--- src/rtl/frame_pixel_writer_pkg.sv ---
// Constants and pixel record shared by the drawer, this writer and scan-out.
package frame_pixel_writer_pkg;

  localparam int H_PIXELS     = 160;
  localparam int V_PIXELS     = 120;
  localparam int COLOUR_BITS  = 3;
  localparam int FB_ADDR_BITS = 15;
  localparam int FIFO_DEPTH   = 4;

  localparam logic [FB_ADDR_BITS-1:0] LAST_PIXEL_ADDR = 15'd19199;

  typedef struct packed {
    logic [FB_ADDR_BITS-1:0] addr;
    logic [COLOUR_BITS-1:0]  colour;
  } pixel_t;

  // y*160 + x built from shifts so no multiplier is needed.
  function automatic logic [FB_ADDR_BITS-1:0] pixel_addr(input logic [7:0] x,
                                                         input logic [6:0] y);
    logic [FB_ADDR_BITS-1:0] y_w;
    logic [FB_ADDR_BITS-1:0] x_w;
    y_w = {8'd0, y};
    x_w = {7'd0, x};
    return (y_w << 7) + (y_w << 5) + x_w;
  endfunction

endpackage

--- src/rtl/frame_pixel_writer_pixel_fifo.sv ---
// Show-ahead synchronous FIFO: head word is visible combinationally while not empty.
module pixel_fifo #(
  parameter int WIDTH = 18,
  parameter int DEPTH = 4
) (
  input  logic             clk_i,
  input  logic             rst_i,
  input  logic             push_i,
  input  logic [WIDTH-1:0] wdata_i,
  input  logic             pop_i,
  output logic [WIDTH-1:0] rdata_o,
  output logic             full_o,
  output logic             empty_o
);

  localparam int AW = $clog2(DEPTH);

  logic [AW:0]      wr_ptr_q, wr_ptr_d;
  logic [AW:0]      rd_ptr_q, rd_ptr_d;
  logic [WIDTH-1:0] mem_q [DEPTH];
  logic             do_push;
  logic             do_pop;

  // Extra pointer bit distinguishes full from empty when the indices match.
  assign empty_o = (wr_ptr_q == rd_ptr_q);
  assign full_o  = (wr_ptr_q[AW] != rd_ptr_q[AW]) &&
                   (wr_ptr_q[AW-1:0] == rd_ptr_q[AW-1:0]);
  assign do_push = push_i && !full_o;
  assign do_pop  = pop_i && !empty_o;
  assign rdata_o = mem_q[rd_ptr_q[AW-1:0]];

  always_comb begin
    wr_ptr_d = wr_ptr_q;
    rd_ptr_d = rd_ptr_q;
    if (do_push) wr_ptr_d = wr_ptr_q + 1'b1;
    if (do_pop)  rd_ptr_d = rd_ptr_q + 1'b1;
  end

  always_ff @(posedge clk_i or posedge rst_i) begin
    if (rst_i) begin
      wr_ptr_q <= '0;
      rd_ptr_q <= '0;
    end else begin
      wr_ptr_q <= wr_ptr_d;
      rd_ptr_q <= rd_ptr_d;
    end
  end

  always_ff @(posedge clk_i) begin
    if (do_push) mem_q[wr_ptr_q[AW-1:0]] <= wdata_i;
  end

endmodule

--- src/rtl/frame_pixel_writer.sv ---
// Buffers drawer pixels and writes them into the framebuffer when the write port is granted.
module frame_pixel_writer
  import frame_pixel_writer_pkg::*;
(
  input  logic        iClock,
  input  logic        iReset,
  input  logic [7:0]  iX,
  input  logic [6:0]  iY,
  input  logic [2:0]  iColour,
  input  logic        iPlot,
  output logic        oReady,
  input  logic        iMemGrant,
  output logic [14:0] oWrAddr,
  output logic [2:0]  oWrData,
  output logic        oWrEn,
  output logic        oFrameDone,
  output logic [14:0] oPixelCount,
  output logic [7:0]  oDropCount,
  output logic        oOverflow
);

  localparam logic [7:0] H_LIMIT = 8'(H_PIXELS);
  localparam logic [6:0] V_LIMIT = 7'(V_PIXELS);

  pixel_t      in_pixel;
  pixel_t      head_pixel;
  logic        fifo_full;
  logic        fifo_empty;
  logic        in_range;
  logic        accept;
  logic        push;
  logic        pop;
  logic        head_is_last;

  logic [14:0] pix_count_q, pix_count_d;
  logic [7:0]  drop_count_q, drop_count_d;
  logic        frame_done_q, frame_done_d;
  logic        overflow_q, overflow_d;

  assign in_range        = (iX < H_LIMIT) && (iY < V_LIMIT);
  assign accept          = iPlot && !fifo_full;
  assign push            = accept && in_range;
  assign pop             = !fifo_empty && iMemGrant;
  assign in_pixel.addr   = pixel_addr(iX, iY);
  assign in_pixel.colour = iColour;
  assign head_is_last    = (head_pixel.addr == LAST_PIXEL_ADDR);

  pixel_fifo #(
    .WIDTH($bits(pixel_t)),
    .DEPTH(FIFO_DEPTH)
  ) u_fifo (
    .clk_i   (iClock),
    .rst_i   (iReset),
    .push_i  (push),
    .wdata_i (in_pixel),
    .pop_i   (pop),
    .rdata_o (head_pixel),
    .full_o  (fifo_full),
    .empty_o (fifo_empty)
  );

  always_comb begin
    pix_count_d  = pix_count_q;
    drop_count_d = drop_count_q;
    frame_done_d = 1'b0;
    overflow_d   = overflow_q;
    if (pop) begin
      if (head_is_last) begin
        pix_count_d  = '0;
        frame_done_d = 1'b1;
      end else begin
        pix_count_d = pix_count_q + 1'b1;
      end
    end
    if (accept && !in_range && (drop_count_q != 8'hFF)) drop_count_d = drop_count_q + 1'b1;
    if (iPlot && fifo_full) overflow_d = 1'b1;
  end

  always_ff @(posedge iClock or posedge iReset) begin
    if (iReset) begin
      pix_count_q  <= '0;
      drop_count_q <= '0;
      frame_done_q <= 1'b0;
      overflow_q   <= 1'b0;
    end else begin
      pix_count_q  <= pix_count_d;
      drop_count_q <= drop_count_d;
      frame_done_q <= frame_done_d;
      overflow_q   <= overflow_d;
    end
  end

  // Stale RAM contents are masked so the write bus idles at zero when nothing is queued.
  assign oWrAddr     = fifo_empty ? '0 : head_pixel.addr;
  assign oWrData     = fifo_empty ? '0 : head_pixel.colour;
  assign oWrEn       = pop;
  assign oReady      = !fifo_full;
  assign oFrameDone  = frame_done_q;
  assign oPixelCount = pix_count_q;
  assign oDropCount  = drop_count_q;
  assign oOverflow   = overflow_q;

endmodule

--- config.mk ---
export PLATFORM = sky130hd
export DESIGN_NAME = frame_pixel_writer
export DESIGN_NICKNAME = d
export VERILOG_FILES = /design/src/rtl/frame_pixel_writer_pkg.sv /design/src/rtl/frame_pixel_writer_pixel_fifo.sv /design/src/rtl/frame_pixel_writer.sv
export SDC_FILE = /design/constraint.sdc
export NUM_CORES = 1
export LEC_CHECK = 0
export BUFFER_PORTS_ARGS = -buffer_cell sky130_fd_sc_hd__buf_4
export CORE_MARGIN = 5
export CORE_UTILIZATION = 57
export DETAILED_ROUTE_END_ITERATION = 6
export PLACE_DENSITY_LB_ADDON = 0.15
export SYNTH_ARGS = -nofsm -noshare
export SYNTH_HDL_FRONTEND = slang
export SYNTH_HIERARCHICAL = 1
export SYNTH_SLANG_ARGS = --single-unit
export TNS_END_PERCENT = 50
--- constraint.sdc ---
create_clock -name iClock -period 3.1 [get_ports iClock]
set_input_delay 0.775 -clock iClock [delete_from_list [all_inputs] [get_ports iClock]]
set_output_delay 0.775 -clock iClock [all_outputs]
set_load 0.05 [all_outputs]
## Word-level counts from Yosys, hierarchy flattened

Memories as Yosys holds them, arrays and structs flattened.
Cells that the tools add are included.
Widths: inputs -> output; s select.

- Add/sub/neg operators: 6
- Multipliers: 0
- Divide/modulo/power cells: 0
- Order comparisons: 2
- Equal/unequal tests: 5
- Shifts and indexed selects: 0
- Muxes and demuxes: 7
- Bitwise logic cells: 0
- Reductions and logical operators: 13

Operators by type and width:

| kind | number |
|---|---|
| $mux 15 | 2 |
| $add 14x12->15 | 1 |
| $add 15x1->15 const B | 1 |
| $add 15x8->15 | 1 |
| $eq 15x15->1 const B | 1 |
| $logic_and 1x1->1 | 10 |
| $add 8x1->8 const B | 1 |
| $lt 8x8->1 const B | 1 |
| $ne 8x8->1 const B | 1 |
| $lt 7x7->1 const B | 1 |
| $add 3x1->3 const B | 2 |
| $mux 1 | 4 |
| $eq 3x3->1 | 1 |
| $logic_not 1->1 | 3 |
| $mux 3 | 1 |
| $eq 2x2->1 | 1 |
| $ne 1x1->1 | 1 |

- Register bits: 31
- Bits in latches: 0
- RAM bits: 72
- ROM bits: 0
- Input port bits: 22
- Output and inout bits: 45
- Memories: 1

Memory list:

| name | depth | bits a word | read ports | clocked after Yosys merged registers in | wr ports | line | source |
|---|---|---|---|---|---|---|---|
| u_fifo.mem_q | 4 | 18 | 1 | 0 | 1 | frame_pixel_writer_pixel_fifo.sv:20 | `logic [WIDTH-1:0] mem_q [DEPTH];` |

## Depth between registers and ports, before layout

- Depth after elaboration: 8
- Gate-level depth with buffers: 9
- Gate-level depth less buffers: 8

## By module

The synthesis kept the hierarchy.

Modules (own cells, without submodules):

| module | times used | cells an instance | area an instance (um^2) | sequential area each (um^2) |
|---|---|---|---|---|
| pixel_fifo | 1 | 144 | 3113.0 | 2312.2 |
| frame_pixel_writer | 1 | 202 | 1814.2 | 625.6 |

## Least setup slack after synthesis

No wires, ideal clock.

- Kind: input -> register
- From: in iX[7]
- To: mem u_fifo.mem_q[0][15] (data pin)
- Arrival time: 2.669 ns
- Data required time: 2.883 ns
- Setup slack: 0.214 ns
- Cell stages on the path: 8
- Path buffers: 0
- Cell sequence: inv_1 -> fa_1 -> inv_1 -> fa_1 -> a21o_1 -> a21oi_1 -> o21ai_0 -> a211oi_1

RTL lines:

| item | line | source |
|---|---|---|
| start, declared | frame_pixel_writer.sv:7 | `input logic [7:0] iX,` |
| end, declared | frame_pixel_writer_pixel_fifo.sv:20 |  |

## Final worst setup path

- From: reg u_fifo.rd_ptr_q[0]
- To: out oWrAddr[12]

- Longest elaborated chain between the ends: 2
- Elaborated cells between the ends (all ways): 3

Ends and longest elaborated chain:

| item | line | source |
|---|---|---|
| start, declared | frame_pixel_writer_pixel_fifo.sv:19 | `logic [AW:0] rd_ptr_q, rd_ptr_d;` |
| start signal, assigned | frame_pixel_writer_pixel_fifo.sv:45 | `rd_ptr_q <= rd_ptr_d;` |
| $eq 3x3->1 | frame_pixel_writer_pixel_fifo.sv:25 | `assign empty_o = (wr_ptr_q == rd_ptr_q);` |
| via fifo_empty | frame_pixel_writer.sv:28 | `logic fifo_empty;` |
| $mux 15 | frame_pixel_writer.sv:94 | `assign oWrAddr = fifo_empty ? '0 : head_pixel.addr;` |
| end, declared | frame_pixel_writer.sv:13 | `output logic [14:0] oWrAddr,` |

The timed path passes the listed nets, and every way through them passes these cells.

==> flow_results.xml <==
<?xml version="1.0" encoding="UTF-8"?>
<metrics>
  <group name="outcome">
    <metric name="run_status" unit="">finished clean</metric>
  </group>
  <group name="placed_design">
    <metric name="post_dp_cell_area" unit="mm^2">0.005609</metric>
    <metric name="gpl.final_weighted_congestion" unit="">0.8135</metric>
    <metric name="hpwlAfterDp" unit="mm">6.611</metric>
    <metric name="port_buffers" unit="">66</metric>
  </group>
  <group name="floorplan">
    <metric name="die-area" unit="mm^2">0.01060</metric>
    <metric name="std_cell_rows" unit="">34</metric>
    <metric name="io_pins" unit="">67</metric>
    <metric name="die_w" unit="um">103.0</metric>
    <metric name="die_h" unit="um">103.0</metric>
    <metric name="initial_utilization" unit="%">57.62</metric>
    <metric name="core-area" unit="mm^2">0.008551</metric>
  </group>
  <group name="worst_setup_path">
    <metric name="critical_path_peak_fanout" unit="">18</metric>
    <metric name="rr_endpoint" unit="">oPixelCount[3]</metric>
    <metric name="regToRegStartpoint" unit="">u_fifo/rd_ptr_q[0]</metric>
    <metric name="timing.setup.critical_path_class" unit="">reg2out</metric>
    <metric name="startpoint_type" unit="">flop</metric>
    <metric name="regToRegSetupSlack" unit="ps">350</metric>
    <metric name="end_kind" unit="">output port</metric>
    <metric name="reg2reg_depth" unit="">7</metric>
    <metric name="critPathRequiredTime" unit="ps">2320</metric>
    <metric name="arrival" unit="ps">2050</metric>
  </group>
  <group name="routing">
    <metric name="vias_per_inst" unit="">5.610</metric>
    <metric name="vias" unit="">3024</metric>
    <metric name="wirelength" unit="mm">9.150</metric>
    <metric name="route.antenna.remaining_nets" unit="">0</metric>
    <metric name="drt-initial-drc-count" unit="">148</metric>
    <metric name="routed_met3_length" unit="um">500</metric>
    <metric name="routed.top_layer" unit="">met4</metric>
    <metric name="firstDrtPassIters" unit="">5</metric>
    <metric name="wl_met2" unit="mm">4.604</metric>
    <metric name="drt_drc_violations_left" unit="">0</metric>
    <metric name="route.layer.met1.wl" unit="mm">4.005</metric>
    <metric name="wl_per_cell" unit="um">16.98</metric>
  </group>
  <group name="pwr">
    <metric name="static-leakage-power" unit="nW">2.323</metric>
    <metric name="power.ir.vdd_worst" unit="V">0.0006471</metric>
    <metric name="power_density" unit="mW/mm^2">1045</metric>
    <metric name="power.total" unit="W">0.006071</metric>
  </group>
  <group name="sta">
    <metric name="slew_headroom" unit="%">34.78</metric>
    <metric name="worst_slew_pin_slew" unit="ps">977.2</metric>
    <metric name="post-route-min-period" unit="ps">2820</metric>
    <metric name="final_max_slew_viol_count" unit="">0</metric>
    <metric name="finalCritPeriodShare" unit="%">90.98</metric>
    <metric name="clock.fmax" unit="GHz">0.3546</metric>
    <metric name="clock_skew" unit="ps">13.02</metric>
    <metric name="whs" unit="ps">342.4</metric>
    <metric name="final.setup.tns" unit="ps">0</metric>
    <metric name="grt_setup_unrepaired" unit="">false</metric>
    <metric name="hold_violations" unit="">0</metric>
    <metric name="finalSetupViolCount" unit="">0</metric>
  </group>
  <group name="yosys">
    <metric name="synth_async_sr_flop_share" unit="%">30.10</metric>
    <metric name="synth_area" unit="mm^2">0.004927</metric>
    <metric name="synth.distinct_cells" unit="">53</metric>
    <metric name="post_synth.cell_area_avg" unit="um^2">14.24</metric>
    <metric name="syn_inst" unit="">346</metric>
    <metric name="ys_ff_latch" unit="">103</metric>
    <metric name="synth_edf_count" unit="">72</metric>
    <metric name="synth-main-ff-cell" unit="">edfxtp_1</metric>
    <metric name="syn-num-nets" unit="">390</metric>
    <metric name="yosysSeqAreaShare" unit="%">59.62</metric>
    <metric name="warnings_synthesis" unit="">6</metric>
  </group>
  <group name="job">
    <metric name="number_of_violations_of_the_max_capacitance_limit" unit="">0</metric>
  </group>
  <group name="cts">
    <metric name="post-cts-setup-buffers" unit="">0</metric>
    <metric name="clock_tree.buffer_depth" unit="">2</metric>
    <metric name="cts.htree.levels" unit="">3</metric>
    <metric name="clock_sinks" unit="">103</metric>
    <metric name="cts_repair_resize_count" unit="">0</metric>
    <metric name="cts_hold_repair.buffers" unit="">0</metric>
    <metric name="cts_root_buffer" unit="">clkbuf_8</metric>
    <metric name="clock_insertion_delay_worst_skew" unit="ps">350</metric>
    <metric name="clkTransAtPathRegs" unit="ps">100</metric>
    <metric name="tritoncts" unit="">yes</metric>
    <metric name="cts-buffers-inserted" unit="">9</metric>
  </group>
  <group name="finish">
    <metric name="final_nets" unit="">470</metric>
    <metric name="finish.utilization" unit="%">67.91</metric>
    <metric name="drive_above_1_share" unit="%">27.61</metric>
    <metric name="final_standard_cell_area_without_fillers" unit="mm^2">0.005807</metric>
    <metric name="diodes" unit="">0</metric>
    <metric name="area_growth_syn_to_layout" unit="%">17.85</metric>
  </group>
  <group name="global_routing">
    <metric name="initial_antenna_violation_count" unit="">0</metric>
    <metric name="grt_max_degree" unit="">26</metric>
    <metric name="globalRouteOverflowTotal" unit="">0</metric>
    <metric name="first_global_vias" unit="">3019</metric>
    <metric name="groute.usage.overall" unit="%">18.56</metric>
    <metric name="grt_first_pass_wirelength" unit="mm">14.93</metric>
  </group>
  <group name="worst_hold_path">
    <metric name="timing.hold.worst.class" unit="">in2async</metric>
  </group>
</metrics>
## registers in the layout, indices dropped and copies added, names as in the netlist
signal / cells
u_fifo/mem_q: 72
oPixelCount: 15
oDropCount: 8
u_fifo/rd_ptr_q: 3
u_fifo/wr_ptr_q: 3
oFrameDone: 1
oOverflow: 1
## worst max path at each step
| stage | from | endpoint | slack [ps] | depth (start not counted) |
|---|---|---|---|---|
| after global placement | iX[7] | u_fifo/mem_q[0][15] | 80 | 9 |
| after global routing | u_fifo/wr_ptr_q[1] | oWrEn | 130 | 5 |
| after detailed placement | iX[7] | u_fifo/mem_q[0][15] | -30 | 9 |
| after floorplan | iX[7] | u_fifo/mem_q[0][15] | 210 | 8 |
| final | u_fifo/rd_ptr_q[0] | oWrAddr[12] | 280 | 6 |
| after CTS | u_fifo/rd_ptr_q[0] | oWrAddr[12] | 240 | 6 |
## metal layers
metal | up-vias | track usage (%)
li1 | 1455 | -
met1 | 1492 | 26.16
met2 | 73 | 30.39
met3 | 4 | 2.774
met4 | 0 | 5.179
met5 | - | 0
## layout by cell type (no fill, tap or decap), types with 3 or more instances in the layout
master,instances
o31ai_1,6
nand2_1,15
nor2b_1,19
and3_1,5
xor2_1,8
buf_4,77
nor3_1,9
clkinv_4,4
mux4_2,15
mux4_1,3
xnor2_1,18
nand3_1,9
edfxtp_1,72
nand4_1,7
and4_1,3
o21ai_0,7
dfrtp_1,31
a21oi_1,11
nor2_1,15
clkbuf_8,9
inv_1,20
nand2b_1,5
ha_1,20
## logic make-up (layout without fill, tap and decap cells)
| logic type | count (synthesis) | in the layout | synth area share, % |
|---|---|---|---|
| compound gates | 39 | 39 | 5.409 |
| buf+inv | 29 | 114 | 2.666 |
| simple gates | 105 | 105 | 12.11 |
| mux | 19 | 19 | 8.685 |
| fa+ha+maj | 22 | 22 | 5.891 |
| flops | 103 | 103 | 59.62 |
| xor+xnor | 29 | 29 | 5.612 |
## synthesized netlist by cell type, types with 3 or more instances
cell type  count  area share, %
mux4_2        15            6.9
nor3_1        10            1.0
and4_1         3           0.53
ha_1          20            5.1
xnor2_1       18            3.2
nand2_1       15            1.1
buf_2          3           0.30
and3_1         5           0.63
mux4_1         3            1.6
a21oi_1       11            1.1
edfxtp_1      72             44
nor2b_1       19            2.4
xor2_1         8            1.4
nand3_1        9           0.91
inv_1         20            1.5
clkbuf_1       3           0.23
nor2_1        15            1.1
dfrtp_1       31             16
nand2b_1       5           0.63
nand4_1        7           0.89
o31ai_1        6           0.91
o21ai_0        7           0.71
## worst max-delay path, cell delays in order (launching register included)
cell and delay (ps):
dfrtp_1 420, buf_4 180, xor2_2 220, nor3_2 320, buf_4 290, nor2b_1 80
buf_4 190
## stage by stage
stage | worst slack [ps] | cells
2_1_floorplan | 214.1 | 346
5_1_grt | 132.5 | 539
6_report | 279.7 | 539
3_5_place_dp | -31.49 | 523
3_3_place_gp | 77.85 | 523
4_1_cts | 242.3 | 539
## report_power, final
| group | internal [W] | total (W) | switching, W |
|---|---|---|---|
| clock | 0.000375 | 0.000817 | 0.000442 |
| combinational | 0.00113 | 0.00326 | 0.00213 |
| sequential | 0.00178 | 0.00199 | 0.000211 |
| total | 0.00328 | 0.00607 | 0.00279 |
## cell type report
type | count | area (um^2)
Multi-Input combinational cell | 214 | 1863
Sequential cell | 103 | 2938
Inverter | 20 | 75.07
Clock inverter | 7 | 73.82
Fill cell | 632 | 2744
Clock buffer | 9 | 123.9
Timing Repair Buffer | 78 | 598.1
Tap cell | 108 | 135.1
(Power assumes the default switching activity.)
